**src/rtl/uart_tx_core.sv**
```systemverilog
// ---------------------------------------------------------------------------
// uart_tx_core
//
// UART serial transmitter. This module contains the frame FSM, the serializer,
// the parity generator and the output mux. It runs on the TX bit clock, so each
// serial bit lasts exactly one CLK cycle.
//
// Frame format:
//   1. start bit (0)
//   2. DATA_WIDTH data bits, LSB first
//   3. optional even/odd parity bit
//   4. one stop bit (1)
//
// Ports:
//   CLK         TX bit clock. All state changes on its rising edge.
//   RST         Asynchronous, active-low reset.
//   P_DATA      Parallel word. Latched on accept.
//   DATA_VALID  One-cycle strobe. It is accepted in IDLE or STOP only.
//   PAR_EN      1 = insert a parity bit. Latched on accept.
//   PAR_TYP     0 = even parity, 1 = odd parity. Latched on accept.
//   TX_OUT      Registered serial line. Idles high.
//   BUSY        Registered. High while a frame is on the line.
// ---------------------------------------------------------------------------
module uart_tx_core #(
    parameter int DATA_WIDTH = 8
) (
    input  logic                  CLK,
    input  logic                  RST,
    input  logic [DATA_WIDTH-1:0] P_DATA,
    input  logic                  DATA_VALID,
    input  logic                  PAR_EN,
    input  logic                  PAR_TYP,
    output logic                  TX_OUT,
    output logic                  BUSY
);

    localparam int              CNT_W    = (DATA_WIDTH > 1) ? $clog2(DATA_WIDTH) : 1;
    localparam logic [CNT_W-1:0] CNT_LAST = CNT_W'(DATA_WIDTH - 1);

    localparam logic [2:0] ST_IDLE   = 3'd0;
    localparam logic [2:0] ST_START  = 3'd1;
    localparam logic [2:0] ST_DATA   = 3'd2;
    localparam logic [2:0] ST_PARITY = 3'd3;
    localparam logic [2:0] ST_STOP   = 3'd4;

    logic [2:0]            state;
    logic [2:0]            state_nxt;
    logic [CNT_W-1:0]      cnt;
    logic [CNT_W-1:0]      cnt_nxt;
    logic [DATA_WIDTH-1:0] data_q;
    logic                  par_en_q;
    logic                  par_typ_q;
    logic                  par_bit_q;
    logic                  accept;
    logic                  tx_nxt;
    logic                  busy_nxt;

    // A new word is taken only when the line is idle or the stop bit is
    // being sent. A strobe in any other state is dropped silently.
    assign accept = DATA_VALID && ((state == ST_IDLE) || (state == ST_STOP));

    // -----------------------------------------------------------------------
    // Frame FSM and bit counter: next-state decode
    // -----------------------------------------------------------------------
    always_comb begin
        state_nxt = ST_IDLE;
        cnt_nxt   = cnt;
        case (state)
            ST_IDLE: begin
                state_nxt = accept ? ST_START : ST_IDLE;
            end
            ST_START: begin
                state_nxt = ST_DATA;
                cnt_nxt   = '0;
            end
            ST_DATA: begin
                if (cnt == CNT_LAST) begin
                    state_nxt = par_en_q ? ST_PARITY : ST_STOP;
                end else begin
                    state_nxt = ST_DATA;
                    cnt_nxt   = cnt + CNT_W'(1);
                end
            end
            ST_PARITY: begin
                state_nxt = ST_STOP;
            end
            ST_STOP: begin
                state_nxt = accept ? ST_START : ST_IDLE;
            end
            default: begin
                state_nxt = ST_IDLE;
            end
        endcase
    end

    // -----------------------------------------------------------------------
    // Output mux
    // -----------------------------------------------------------------------
    // This decodes the state and count that will hold after the next edge.
    // Registering the result lets TX_OUT and BUSY change on the same edge as
    // the state, with no combinational path from the inputs to the pins.
    always_comb begin
        tx_nxt = 1'b1;
        case (state_nxt)
            ST_IDLE:   tx_nxt = 1'b1;
            ST_START:  tx_nxt = 1'b0;
            ST_DATA:   tx_nxt = data_q[cnt_nxt];
            ST_PARITY: tx_nxt = par_bit_q;
            ST_STOP:   tx_nxt = 1'b1;
            default:   tx_nxt = 1'b1;
        endcase
    end

    assign busy_nxt = (state_nxt != ST_IDLE);

    // -----------------------------------------------------------------------
    // State, counter and output registers
    // -----------------------------------------------------------------------
    always_ff @(posedge CLK or negedge RST) begin
        if (!RST) begin
            state  <= ST_IDLE;
            cnt    <= '0;
            TX_OUT <= 1'b1;
            BUSY   <= 1'b0;
        end else begin
            state  <= state_nxt;
            cnt    <= cnt_nxt;
            TX_OUT <= tx_nxt;
            BUSY   <= busy_nxt;
        end
    end

    // -----------------------------------------------------------------------
    // Word and frame-option latches
    // -----------------------------------------------------------------------
    always_ff @(posedge CLK or negedge RST) begin
        if (!RST) begin
            data_q    <= '0;
            par_en_q  <= 1'b0;
            par_typ_q <= 1'b0;
        end else if (accept) begin
            data_q    <= P_DATA;
            par_en_q  <= PAR_EN;
            par_typ_q <= PAR_TYP;
        end
    end

    // -----------------------------------------------------------------------
    // Parity generator
    // -----------------------------------------------------------------------
    // Parity is computed from the latched word during the start bit. The word
    // and the parity type are stable by then, and the parity bit is needed
    // only after all data bits have been sent.
    always_ff @(posedge CLK or negedge RST) begin
        if (!RST) begin
            par_bit_q <= 1'b0;
        end else if (state == ST_START) begin
            par_bit_q <= (^data_q) ^ par_typ_q;
        end
    end

endmodule

```
**config.mk**
```make
export PLATFORM = sky130hd
export DESIGN_NAME = uart_tx_core
export DESIGN_NICKNAME = d
export VERILOG_FILES = /design/src/rtl/uart_tx_core.sv
export SDC_FILE = /design/constraint.sdc
export NUM_CORES = 1
export LEC_CHECK = 0
export BUFFER_PORTS_ARGS = -buffer_cell sky130_fd_sc_hd__clkbuf_2
export CAP_MARGIN = 10
export CORE_MARGIN = 5
export CORE_UTILIZATION = 50
export DETAILED_ROUTE_END_ITERATION = 8
export PLACE_DENSITY = 0.71
export SYNTH_ARGS = -nofsm -noshare
export SYNTH_HDL_FRONTEND = slang
export SYNTH_SLANG_ARGS = --single-unit
```
**constraint.sdc**
```tcl
create_clock -name CLK -period 3 [get_ports CLK]
set_input_delay 0.75 -clock CLK [delete_from_list [all_inputs] [get_ports CLK]]
set_output_delay 0.75 -clock CLK [all_outputs]
set_load 0.01 [all_outputs]
```
# After elaboration in Yosys (flattened, before gate mapping)
# Index checks and enable logic that the tools add are counted.
[totals]
inputBits = 13
register_bits = 19
word_cells = 34
out_inout_bits = 2
[classes]
n_eq_ne = 8
bitwise_logic = 1
mux = 9
magnitude_cmp = 1
addsub = 1
reduce_logical = 6
[op_table]
columns = ["op", "count"]
rows = [
  ["equality test 3 x 2 -> 1 bit (second input constant)", 4],
  ["one-hot mux 3 bit (4 select lines)", 1],
  ["two-way mux 3 bit", 3],
  ["XOR reduction 8 bit", 1],
  ["equality test 3 x 1 -> 1 bit (second input constant)", 2],
  ["equality test 3 bit (second input constant)", 2],
  ["one-hot mux 3 bit (2 select lines)", 1],
  ["< comparator 3 x 4 -> 1 bit (second input constant)", 1],
  ["adder 3 x 1 -> 3 bit (second input constant)", 1],
  ["binary-select mux 1 bit (select 3 bit)", 1],
  ["logical NOT 3 bit", 1],
  ["one-hot mux 1 bit (3 select lines)", 1],
  ["nonzero test 3 bit", 1],
  ["two-way mux 1 bit", 2],
  ["OR reduction 2 bit", 1],
  ["logical AND 1 bit", 1],
  ["logical OR 1 bit", 1],
  ["bitwise XOR 1 bit", 1],
]

# Depth between registers and ports, before layout
# Gate-level depths: netlist of the first run.
[logic_depth]
depth_word = 7
ltp_mapped = 7
ltp_nobuf = 7

# Least setup slack after synthesis of the first run
# Ideal clock, no wire load.
[synth_path]
kind = "flip-flop to flip-flop"
from = "register cnt[1]"
to = "register TX_OUT"
slack_ns = 0.979
required_ns = 2.922
setup_ns = 0.078
t_arrival_ns = 1.943
path_buffers = 0
period_less_slack_ns = 2.021
stages_incl_launch_ff = 7
path_cell_list = "dfrtp_1 > ha_1 > and2_1 > o211a_1 > or4b_1 > a32o_1 > a31o_1"
[synth_via]
elab_chain_cells = 6
word_cells_on_any_way = 12
cone_classes = "add/sub: 1; eq/ne: 4; mux: 7"
[synth_lines]
columns = ["element", "line", "text"]
rows = [
  ["start: declaration", "48", "logic [CNT_W-1:0] cnt;"],
  ["start signal: assignment", "127", "cnt <= cnt_nxt;"],
  ["adder 3 x 1 -> 3 bit or equality test 3 bit (tied branches)", "81, 77", ""],
  ["two-way mux 3 bit", "77", "if (cnt == CNT_LAST) begin"],
  ["one-hot mux 3 bit (2 select lines)", "68", "case (state)"],
  ["binary-select mux 1 bit (select 3 bit)", "107", "ST_DATA: tx_nxt = data_q[cnt_nxt];"],
  ["two-way mux 1 bit (implied by the code)", "107", ""],
  ["one-hot mux 1 bit (3 select lines) (*)", "104", "case (state_nxt)"],
  ["net tx_nxt", "55", "logic tx_nxt;"],
  ["end signal: assignment", "128", "TX_OUT <= tx_nxt;"],
  ["end: declaration", "33", "output logic TX_OUT,"],
]
# Mark *: on every way through the listed nets, which the timed path passes. The rest lies on a longest branch. The select of a mux whose other input is x is not followed.
# A chain may end at the register's enable or synchronous reset.

# Final worst setup path of the first run
# Ends and elaborated chain as after synthesis.

==> summary.json, run 1 <==
{
  "layout_min_cycle_time_ns": 2.19,
  "route.vias.total": 875,
  "cts_resized": 0,
  "worstSetupEndpointType": "flop",
  "fin_util_pct": 56.3,
  "floorplan.initialDensity_pct": 51.0,
  "slew_headroom_pct": 60.1,
  "areaGrowthSynthToFinish_pct": 10.4,
  "mostFrequentLayoutCells": "28 x sky130_fd_sc_hd__nand2_1, 18 x sky130_fd_sc_hd__dfrtp_1, 14 x sky130_fd_sc_hd__clkbuf_2",
  "largest_net_degree_at_the_start_of_global_routing": 20,
  "drive_above_1_share_pct": 18.2,
  "timing.max_cap.violations": 0,
  "timing.hold.worst.class": "primary input to async pin",
  "synth_cells": 117,
  "totalNegativeSetupSlack_ns": 0,
  "cts.root.buffer_cell": "sky130_fd_sc_hd__clkbuf_4",
  "cts_tree": "yes",
  "fin_ws_ns": 0.813,
  "first_global_vias": 875,
  "synth-seq-area-share_pct": 43.1,
  "finalWirelength_um": 2180,
  "overflow": 0,
  "worstPathRequired_ns": 3.23,
  "cts_hold_buf": 0,
  "ctsHtreeMaxLevel": 1,
  "detail-route-antenna-nets": 0,
  "finalNetCount": 147,
  "total_leakage_power_nw": 0.584,
  "tritoncts_num_sinks": 19,
  "postSynthNetCount": 131,
  "finalCritPeriodShare_pct": 72.9,
  "worst-slew-pin-transition_ns": 0.591,
  "finClkSkew_ns": 0.00322,
  "port_buffers": 14,
  "dp_slack_ns": 0.842,
  "fmax_mhz": 457,
  "clock_path_buffers": 2,
  "worst_path_maximum_fanout": 6,
  "die_extent_in_x_um": 57.1,
  "final_hold_viol_count": 0,
  "postCtsSetupBuffers": 0,
  "via_per_inst": 5.47,
  "gr-usage-all-layers_pct": 14.9,
  "rsz0062_at_grt": "false",
  "dpl.hpwl_um": 1650,
  "final-setup-viol-count": 0,
  "die_footprint_mm2": 0.00326,
  "ys.warnings.count": 0,
  "synthesis.area_mm2": 0.00111,
  "remaining_routing_drc_violations": 0,
  "number_of_rows_in_the_core_area": 17,
  "status": "completed",
  "synthesis.area_per_instance_um2": 9.46,
  "grt_pass1_wl_um": 3880,
  "cts_inserted_buffers": 3,
  "drtIter0Drc": 31,
  "synth_seq_cells": 19,
  "cp.arrival_ns": 2.42,
  "gp_congestion": 0.928,
  "maxSlewViolCount": 0,
  "drt_pre_antenna_iters": 4,
  "clkLatencyLatePin_ns": 0.29,
  "ios": 15,
  "synth.area.top_cells": "sky130_fd_sc_hd__dfrtp_1 41%, sky130_fd_sc_hd__nand2_1 9.5%, sky130_fd_sc_hd__xnor2_1 4.7%",
  "final_common_cell": "sky130_fd_sc_hd__nand2_1",
  "yosysTopAreaCell": "sky130_fd_sc_hd__dfrtp_1",
  "synthArstFlopShare_pct": 100,
  "vdd_ir_drop_max_v": 0.000692,
  "coreArea_mm2": 0.00217,
  "edff_count_synth": 0,
  "clock_transition_at_the_registers_of_the_reported_paths_ns": 0.10,
  "power.density_cell_area_mw_per_mm2": 1160,
  "worstSetupStartpointType": "flop",
  "synthDominantCellAreaShare_pct": 40.7,
  "synth_cell_type_count": 46,
  "setup.worst_path.class": "flop to flop",
  "die_h_um": 57.1,
  "layout.filler_cells": 212,
  "wire_per_inst_um": 13.6,
  "diodes": 0,
  "ys.flop_type": "sky130_fd_sc_hd__dfrtp_1",
  "antenna_found_initial": 0
}
==> final cells by class <==
| type | instances | area, um2 | share of cell area [%] |
|---|---|---|---|
| inverters | 6 | 22.5 | 1.84 |
| well taps | 28 | 35.0 | 2.87 |
| flip-flops and latches | 19 | 477 | 39.0 |
| multi-input cells | 88 | 584 | 47.8 |
| repair buffers | 15 | 77.6 | 6.35 |
| clock buffers | 4 | 26.3 | 2.15 |
==> worst paths after layout <==
path	start	to	slack (ns)	cells past startpoint
min in group CLK	par_typ_q	par_typ_q	0.52	2
worst min-delay path	RST	data_q[0]	0.39	1
worst min register to register	par_typ_q	par_typ_q	0.52	2
max in group asynchronous	RST	TX_OUT	2.26	1
worst max register to register	cnt[1]	TX_OUT	0.81	6
worst max-delay path	cnt[1]	TX_OUT	0.81	6
==> stage by stage <==
stage / hold slack, ns / std cells / total power [W] / instance area, um2
4_1_cts: 0.399 / 160 / 0.00142 / 1220
5_1_grt: 0.409 / 160 / 0.00154 / 1220
2_1_floorplan: 0.454 / 117 / 0.00114 / 1110
3_3_place_gp: 0.485 / 156 / 0.00128 / 1200
3_5_place_dp: 0.491 / 156 / 0.00129 / 1200
6_report: 0.394 / 160 / 0.00141 / 1220
==> registers in the layout (all words and copies together), names as in the netlist <==
register / count
state: 3
par_en_q: 1
data_q: 8
TX_OUT: 1
par_typ_q: 1
cnt: 3
BUSY: 1
par_bit_q: 1
==> kinds of logic (layout without fill, tap and decap cells) <==
| group | after synthesis | after routing | synth area share (%) |
|---|---|---|---|
| fa+ha+maj | 1 | 1 | 1.13 |
| mux | 3 | 3 | 2.82 |
| buf+inv | 10 | 25 | 4.18 |
| compound gates | 26 | 26 | 18.0 |
| xor+xnor | 8 | 8 | 6.33 |
| simple gates | 50 | 50 | 24.5 |
| flops | 19 | 19 | 43.1 |
==> power by group <==
| part | internal (W) | switching, W |
|---|---|---|
| Clock | 0.0000516 | 0.0000747 |
| Combinational | 0.000378 | 0.000368 |
| Sequential | 0.000381 | 0.000161 |
==> synthesized netlist by cell type, drive strengths merged, types with 2 or more instances <==
cell and instances:
nor3 2, nand2b 2, o22ai 2, dfrtp 18
clkbuf 2, nor4 2, xor2 2, a21oi 2
and2 2, a31oi 2, inv 6, and3 2
xnor2 6, and4 2, nor2 4, mux2i 2
a2111o 2, buf 2, nand2 28, o21ai 4
a31o 2
==> critical path, cell delays in order (launching register included) <==
cell and delay [ns]:
sky130_fd_sc_hd__dfrtp_1 0.44, sky130_fd_sc_hd__ha_1 0.26, sky130_fd_sc_hd__and2_1 0.20, sky130_fd_sc_hd__o211a_1 0.27, sky130_fd_sc_hd__or4b_1 0.51, sky130_fd_sc_hd__a32o_1 0.27, sky130_fd_sc_hd__a31o_1 0.17
==> routing by layer <==
metal  up-vias  global-route usage [%]  wire, um
met4         0                    4.97        12
met2        10                    24.0      1060
met1       410                    20.0      1050
li1        453                       -         -
met3         2                    2.94        54
met5         -                       0         0
(Power assumes the default switching activity.)
==> inputs of run 2 (changes only) <==
clock period = 2.1 ns   (was 3 ns; I/O delays follow)
==> run 2 against run 1 <==
  * Register-to-register slack got worse by 0.75 ns
  * Cell count increased by 6.3%
  * Critical path type unchanged
  * Global-route usage increased by 1.0 points
  * Worst setup slack got worse by 0.75 ns
  * Cell area increased by 6.8%
  * Wire length increased by 6.7%
==> summary.json, run 2 (synthesis gave the netlist of run 1 again) <==
{
  "wire_per_inst": {"value": 13.7, "unit": "um", "change": "was 13.6 um"},
  "route.vias.total": {"value": 947, "change": "was 875"},
  "die_h": {"value": 57.1, "unit": "um", "change": "unchanged"},
  "layout_min_cycle_time": {"value": 2.04, "unit": "ns", "change": "was 2.19 ns"},
  "finalCritPeriodShare": {"value": 97.1, "unit": "%", "change": "was 72.9%"},
  "timing.hold.worst.class": {"value": "primary input to async pin", "change": "unchanged"},
  "status": {"value": "completed", "change": "unchanged"},
  "maxSlewViolCount": {"value": 0, "change": "unchanged"},
  "final_hold_viol_count": {"value": 0, "change": "unchanged"},
  "number_of_rows_in_the_core_area": {"value": 17, "change": "unchanged"},
  "fmax": {"value": 491, "unit": "MHz", "change": "was 457 MHz"},
  "total_power": {"value": 0.00218, "unit": "W", "change": "was 0.00141 W"},
  "gr-usage-all-layers": {"value": 15.9, "unit": "%", "change": "was 14.9%"},
  "slew_headroom": {"value": 55.5, "unit": "%", "change": "was 60.1%"},
  "first_global_vias": {"value": 937, "change": "was 875"},
  "overflow": {"value": 0, "change": "unchanged"},
  "cp.arrival": {"value": 2.27, "unit": "ns", "change": "was 2.42 ns"},
  "worst_path_maximum_fanout": {"value": 5, "change": "was 6"},
  "final_common_cell": {"value": "sky130_fd_sc_hd__nand2_1", "change": "unchanged"},
  "diodes": {"value": 0, "change": "unchanged"},
  "mostFrequentLayoutCells": {"value": "28 x sky130_fd_sc_hd__nand2_1, 17 x sky130_fd_sc_hd__dfrtp_1, 14 x sky130_fd_sc_hd__clkbuf_2", "change": "was 28 x sky130_fd_sc_hd__nand2_1, 18 x sky130_fd_sc_hd__dfrtp_1, 14 x sky130_fd_sc_hd__clkbuf_2"},
  "coreArea": {"value": 0.00217, "unit": "mm2", "change": "unchanged"},
  "finalNetCount": {"value": 157, "change": "was 147"},
  "die_extent_in_x": {"value": 57.1, "unit": "um", "change": "unchanged"},
  "worstPathRequired": {"value": 2.33, "unit": "ns", "change": "was 3.23 ns"},
  "gp_congestion": {"value": 0.869, "change": "was 0.928"},
  "regMostFlops": {"value": "data_q", "change": "unchanged"},
  "hold_ws": {"value": 0.150, "unit": "ns", "change": "was 0.394 ns"},
  "worstSetupStartpointType": {"value": "flop", "change": "unchanged"},
  "cts.root.buffer_cell": {"value": "sky130_fd_sc_hd__clkbuf_4", "change": "unchanged"},
  "antenna_found_initial": {"value": 0, "change": "unchanged"},
  "fin_util": {"value": 60.1, "unit": "%", "change": "was 56.3%"},
  "drive_above_1_share": {"value": 26.1, "unit": "%", "change": "was 18.2%"},
  "timing.max_cap.violations": {"value": 0, "change": "unchanged"},
  "total_leakage_power": {"value": 0.633, "unit": "nW", "change": "was 0.584 nW"},
  "dp_slack": {"value": 0.0124, "unit": "ns", "change": "was 0.842 ns"},
  "detail-route-antenna-nets": {"value": 0, "change": "unchanged"},
  "clock_transition_at_the_registers_of_the_reported_paths": {"value": 0.11, "unit": "ns", "change": "was 0.10 ns"},
  "drt_pre_antenna_iters": {"value": 4, "change": "unchanged"},
  "fin_ws": {"value": 0.0613, "unit": "ns", "change": "was 0.813 ns"},
  "clock_path_buffers": {"value": 2, "change": "unchanged"},
  "ctsHtreeMaxLevel": {"value": 1, "change": "unchanged"},
  "cts_inserted_buffers": {"value": 3, "change": "unchanged"},
  "grt_pass1_wl": {"value": 4130, "unit": "um", "change": "was 3880 um"},
  "floorplan.initialDensity": {"value": 51.0, "unit": "%", "change": "unchanged"},
  "finalWirelength": {"value": 2330, "unit": "um", "change": "was 2180 um"},
  "largest_net_degree_at_the_start_of_global_routing": {"value": 20, "change": "unchanged"},
  "final-setup-viol-count": {"value": 0, "change": "unchanged"},
  "setup.worst_path.class": {"value": "flop to flop", "change": "unchanged"},
  "power.density_cell_area": {"value": 1670, "unit": "mW/mm2", "change": "was 1160 mW/mm2"},
  "worst-slew-pin-transition": {"value": 0.659, "unit": "ns", "change": "was 0.591 ns"},
  "tritoncts_num_sinks": {"value": 19, "change": "unchanged"},
  "via_per_inst": {"value": 5.57, "change": "was 5.47"},
  "areaGrowthSynthToFinish": {"value": 17.9, "unit": "%", "change": "was 10.4%"},
  "clkLatencyLatePin": {"value": 0.30, "unit": "ns", "change": "was 0.29 ns"},
  "die_footprint": {"value": 0.00326, "unit": "mm2", "change": "unchanged"},
  "remaining_routing_drc_violations": {"value": 0, "change": "unchanged"},
  "cts_hold_buf": {"value": 0, "change": "unchanged"},
  "dpl.hpwl": {"value": 1770, "unit": "um", "change": "was 1650 um"},
  "layout_top_registers": {"value": "data_q x8, cnt x3, state x3", "change": "unchanged"},
  "finClkSkew": {"value": 0.00841, "unit": "ns", "change": "was 0.00322 ns"},
  "worstSetupEndpointType": {"value": "flop", "change": "unchanged"},
  "vdd_ir_drop_max": {"value": 0.000926, "unit": "V", "change": "was 0.000692 V"},
  "port_buffers": {"value": 14, "change": "unchanged"},
  "drtIter0Drc": {"value": 16, "change": "was 31"},
  "ios": {"value": 15, "change": "unchanged"},
  "cts_tree": {"value": "yes", "change": "unchanged"},
  "largest_register_ffs": {"value": 8, "change": "unchanged"},
  "totalNegativeSetupSlack": {"value": 0, "unit": "ns", "change": "unchanged"}
}
run 2: cell types whose count changed in the layout (fill, tap and decap cells not counted), sizes merged:
| cell | delta |
|---|---|
| buf | +10 |
run 2: stage by stage:
stage,instance area (um2),std cells
final,1310,170
after global routing,1310,170
after CTS,1280,168
after detailed placement,1260,164
after global placement,1260,164
after floorplan,1110,117
run 2: metal layers:
metal | GRT usage [%] | vias to the layer above | part of all wire [%]
met4 | 5.96 | 0 | 2.3
met1 | 21.3 | 451 | 45
met3 | 1.36 | 6 | 3.1
li1 | - | 468 | -
met5 | 0 | - | 0
met2 | 26.8 | 22 | 49
run 2: report_power, final:
group	total, W	leakage (nW)	switching [W]	internal [W]
Clock	0.000184	0.0150	0.000110	0.0000740
Sequential	0.000748	0.231	0.000201	0.000547
Combinational	0.00125	0.387	0.000593	0.000656
run 2: final timing paths:
kind | startpoint | to | slack, ns | cells after the start
max in group asynchronous | RST | TX_OUT | 1.60 | 1
max reg2reg | cnt[0] | TX_OUT | 0.06 | 6
max | cnt[0] | TX_OUT | 0.06 | 6
min | RST | par_en_q | 0.15 | 1
min reg2reg | par_typ_q | par_typ_q | 0.50 | 2
min in group CLK | P_DATA[0] | data_q[0] | 0.41 | 3
run 2: what timing repair did:
| action | 4_1_cts | 5_1_grt |
|---|---|---|
| hold endpoints to repair | 0 | 0 |
| endpoints found under the setup margin | 1 | 1 |
| pin swaps | 0 | 1 |
| gates resized for setup | 1 | 2 |
| setup buffers | 0 | 2 |
run 2: final cells by class:
cell class,instances,area (um2)
Clock buffer,4,26.3
Fill cell,209,865
Timing Repair Buffer,25,153
Tap cell,28,35.0
Multi-Input combinational cell,88,591
Inverter,6,22.5
Sequential cell,19,478
run 2: worst max-delay path: stages (launching register included):
cell,delay (ns)
sky130_fd_sc_hd__dfrtp_1,0.40
sky130_fd_sc_hd__ha_2,0.22
sky130_fd_sc_hd__and2_1,0.15
sky130_fd_sc_hd__o211a_1,0.25
sky130_fd_sc_hd__or4b_4,0.52
sky130_fd_sc_hd__a32o_1,0.27
sky130_fd_sc_hd__a31o_1,0.17
==> inputs of run 3 (changes only) <==
CELL_PAD_IN_SITES_DETAIL_PLACEMENT = 1   (was unset)
CELL_PAD_IN_SITES_GLOBAL_PLACEMENT = 2   (was unset)
CORE_UTILIZATION = 34   (was 50)
PLACE_DENSITY = unset   (was 0.71)
PLACE_DENSITY_LB_ADDON = 0.1   (was unset)
==> run 3 against run 2 <==
  * Cell area increased by 1.2%
  * Critical path type unchanged
  * Global-route usage decreased by 1.1 points
  * Utilization down 17 points
  * Cell count up 8.8%
  * Clock power grew 5%
  * Fmax is 0.77% lower
  * Combinational power is 3% higher
  * Hold slack worse by 0.00097 ns
  * Sequential power up 0.9%
  * Largest cell class unchanged
  * Critical path depth is the same
  * Highest routed layer unchanged
  * Critical endpoint unchanged
  * Wire length up 23%
==> summary.json, run 3 (synthesis gave the netlist of run 1 again) <==
{
  "finalNetCount": {"value": 156, "change": "was 157"},
  "clock_transition_at_the_registers_of_the_reported_paths": {"value": 0.11, "unit": "ns", "change": "about the same"},
  "overflow": {"value": 0, "change": "unchanged"},
  "clock_path_buffers": {"value": 2, "change": "unchanged"},
  "finClkSkew": {"value": 0.00563, "unit": "ns", "change": "was 0.00841 ns"},
  "power.net_switching": {"value": 0.000962, "unit": "W", "change": "was 0.000903 W"},
  "fin_util": {"value": 42.9, "unit": "%", "change": "was 60.1%"},
  "worst-slew-pin-transition": {"value": 0.560, "unit": "ns", "change": "was 0.659 ns"},
  "layout_min_cycle_time": {"value": 2.05, "unit": "ns", "change": "was 2.04 ns"},
  "status": {"value": "completed", "change": "unchanged"},
  "rsz0062_at_grt": "false",
  "final-instance-count-excl-fill": {"value": 185, "change": "was 170"},
  "timing.max_cap.violations": {"value": 0, "change": "unchanged"},
  "die_h": {"value": 67.1, "unit": "um", "change": "was 57.1 um"},
  "route.vias.total": {"value": 972, "change": "was 947"},
  "wire_per_inst": {"value": 15.4, "unit": "um", "change": "was 13.7 um"},
  "largest_net_degree_at_the_start_of_global_routing": {"value": 20, "change": "unchanged"},
  "final_hold_viol_count": {"value": 0, "change": "unchanged"},
  "fin_ws": {"value": 0.0455, "unit": "ns", "change": "was 0.0613 ns"},
  "largest_register_ffs": {"value": 8, "change": "unchanged"},
  "die_footprint": {"value": 0.00450, "unit": "mm2", "change": "was 0.00326 mm2"},
  "number_of_rows_in_the_core_area": {"value": 20, "change": "was 17"},
  "first_global_vias": {"value": 1022, "change": "was 937"},
  "clkLatencyLatePin": {"value": 0.31, "unit": "ns", "change": "was 0.30 ns"},
  "power.density_cell_area": {"value": 1690, "unit": "mW/mm2", "change": "was 1670 mW/mm2"},
  "worst_path_maximum_fanout": {"value": 5, "change": "unchanged"},
  "maxSlewViolCount": {"value": 0, "change": "unchanged"},
  "combinationalPowerShare": {"value": 57.6, "unit": "%", "change": "was 57.3%"},
  "diodes": {"value": 0, "change": "unchanged"},
  "clock_power_share": {"value": 8.6, "unit": "%", "change": "was 8.4%"},
  "slew_headroom": {"value": 62.2, "unit": "%", "change": "was 55.5%"},
  "p_int": {"value": 0.00127, "unit": "W", "change": "was 0.00128 W"},
  "cp.arrival": {"value": 2.30, "unit": "ns", "change": "was 2.27 ns"},
  "coreArea": {"value": 0.00308, "unit": "mm2", "change": "was 0.00217 mm2"},
  "via_per_inst": {"value": 5.25, "change": "was 5.57"},
  "worstSetupStartpointType": {"value": "flop", "change": "unchanged"},
  "floorplan.initialDensity": {"value": 36.0, "unit": "%", "change": "was 51.0%"},
  "remaining_routing_drc_violations": {"value": 0, "change": "unchanged"},
  "antenna_found_initial": {"value": 0, "change": "unchanged"},
  "vdd_ir_drop_max": {"value": 0.000575, "unit": "V", "change": "was 0.000926 V"},
  "dp.cells": {"value": 179, "change": "was 164"},
  "crit_start": {"value": "cnt[0]", "change": "unchanged"},
  "worstSetupEndpointType": {"value": "flop", "change": "unchanged"},
  "total_leakage_power": {"value": 0.630, "unit": "nW", "change": "was 0.633 nW"},
  "mostFrequentLayoutCells": {"value": "28 x sky130_fd_sc_hd__nand2_1, 18 x sky130_fd_sc_hd__dfrtp_1, 14 x sky130_fd_sc_hd__clkbuf_2", "change": "was 28 x sky130_fd_sc_hd__nand2_1, 17 x sky130_fd_sc_hd__dfrtp_1, 14 x sky130_fd_sc_hd__clkbuf_2"},
  "dp_slack": {"value": -0.0245, "unit": "ns", "change": "was 0.0124 ns"},
  "ios": {"value": 15, "change": "unchanged"},
  "fmax": {"value": 487, "unit": "MHz", "change": "was 491 MHz"},
  "ctsHtreeMaxLevel": {"value": 1, "change": "unchanged"},
  "gr-usage-all-layers": {"value": 14.8, "unit": "%", "change": "was 15.9%"},
  "die_extent_in_x": {"value": 67.1, "unit": "um", "change": "was 57.1 um"},
  "final_common_cell": {"value": "sky130_fd_sc_hd__nand2_1", "change": "unchanged"},
  "grt_pass1_wl": {"value": 4930, "unit": "um", "change": "was 4130 um"},
  "power.sequential.fraction": {"value": 33.8, "unit": "%", "change": "was 34.3%"},
  "regMostFlops": {"value": "data_q", "change": "unchanged"},
  "setup.worst_path.class": {"value": "flop to flop", "change": "unchanged"},
  "final-setup-viol-count": {"value": 0, "change": "unchanged"},
  "cts_inserted_buffers": {"value": 3, "change": "unchanged"},
  "finalCritPeriodShare": {"value": 97.8, "unit": "%", "change": "was 97.1%"},
  "port_buffers": {"value": 14, "change": "unchanged"},
  "worstPathRequired": {"value": 2.35, "unit": "ns", "change": "was 2.33 ns"},
  "power.switching_fraction": {"value": 43.0, "unit": "%", "change": "was 41.4%"},
  "detail-route-antenna-nets": {"value": 0, "change": "unchanged"},
  "gp_congestion": {"value": 0.854, "change": "was 0.869"},
  "cts.root.buffer_cell": {"value": "sky130_fd_sc_hd__clkbuf_4", "change": "unchanged"},
  "cts_tree": {"value": "yes", "change": "unchanged"},
  "areaGrowthSynthToFinish": {"value": 19.2, "unit": "%", "change": "was 17.9%"},
  "timing.hold.worst.class": {"value": "primary input to async pin", "change": "unchanged"},
  "reg2reg_from": {"value": "cnt[0]", "change": "unchanged"},
  "drt_pre_antenna_iters": {"value": 4, "change": "unchanged"},
  "tritoncts_num_sinks": {"value": 19, "change": "unchanged"},
  "layout.filler_cells": {"value": 384, "change": "was 209"},
  "dpl.hpwl": {"value": 2250, "unit": "um", "change": "was 1770 um"},
  "cts_hold_buf": {"value": 0, "change": "unchanged"},
  "finalWirelength": {"value": 2860, "unit": "um", "change": "was 2330 um"},
  "hold_ws": {"value": 0.149, "unit": "ns", "change": "was 0.150 ns"},
  "drtIter0Drc": {"value": 20, "change": "was 16"},
  "layout_top_registers": {"value": "data_q x8, cnt x3, state x3", "change": "unchanged"},
  "drive_above_1_share": {"value": 25.5, "unit": "%", "change": "was 26.1%"}
}
[run 3: cell types whose count changed in the layout (fill, tap and decap cells not counted), sizes merged]
cell and delta:
buf -1
[run 3: repair_timing]
action                                  4_1_cts  5_1_grt
setup buffers                                 1        1
gates resized for setup                       1        2
endpoints found under the setup margin        1        1
pin swaps                                     0        1
hold endpoints to repair                      0        0
[run 3: area by class of cell]
cell class	instances	area, um2	share of cell area, %
Multi-Input combinational cell	88	594	45.0
Sequential cell	19	477	36.1
Inverter	6	22.5	1.71
Tap cell	44	55.1	4.17
Timing Repair Buffer	24	145	11.0
Clock buffer	4	26.3	1.99
[run 3: routing by layer]
metal / up-vias / global-route usage, % / routed length, um
met5: - / 0 / 0
met4: 0 / 5.32 / 39
met3: 4 / 2.70 / 80
met2: 10 / 26.0 / 1450
met1: 487 / 17.8 / 1290
li1: 471 / - / -
[run 3: stage by stage]
| step | area, um2 | total power, W | setup TNS, ns |
|---|---|---|---|
| floorplan | 1110 | 0.00162 | 0 |
| global placement | 1270 | 0.00195 | 0 |
| detailed placement | 1270 | 0.00201 | -0.0245 |
| CTS | 1310 | 0.00224 | 0 |
| global route | 1320 | 0.00244 | 0 |
| finish | 1320 | 0.00224 | 0 |
[run 3: path summary, 6_finish.rpt]
path	to	slack [ns]	cells past startpoint
max	TX_OUT	0.05	6
min	BUSY	0.15	1
max reg2reg	TX_OUT	0.05	6
min reg2reg	par_typ_q	0.51	2
max in group asynchronous	TX_OUT	1.58	1
min in group CLK	data_q[0]	0.40	3
[run 3: power groups by stage]
stage | clock, W | combinational (W) | sequential [W]
2_1_floorplan | 0 | 0.000931 | 0.000691
3_3_place_gp | 0 | 0.00119 | 0.000762
3_5_place_dp | 0 | 0.00124 | 0.000766
4_1_cts | 0.000206 | 0.00128 | 0.000752
5_1_grt | 0.000223 | 0.00144 | 0.000782
6_report | 0.000193 | 0.00129 | 0.000755
[run 3: worst max-delay path, stage by stage, from the launching register on]
cell and delay [ns]:
sky130_fd_sc_hd__dfrtp_1 0.41, sky130_fd_sc_hd__ha_2 0.22, sky130_fd_sc_hd__and2_1 0.15, sky130_fd_sc_hd__o211a_1 0.26, sky130_fd_sc_hd__or4b_1 0.50, sky130_fd_sc_hd__a32o_1 0.27, sky130_fd_sc_hd__a31o_1 0.18
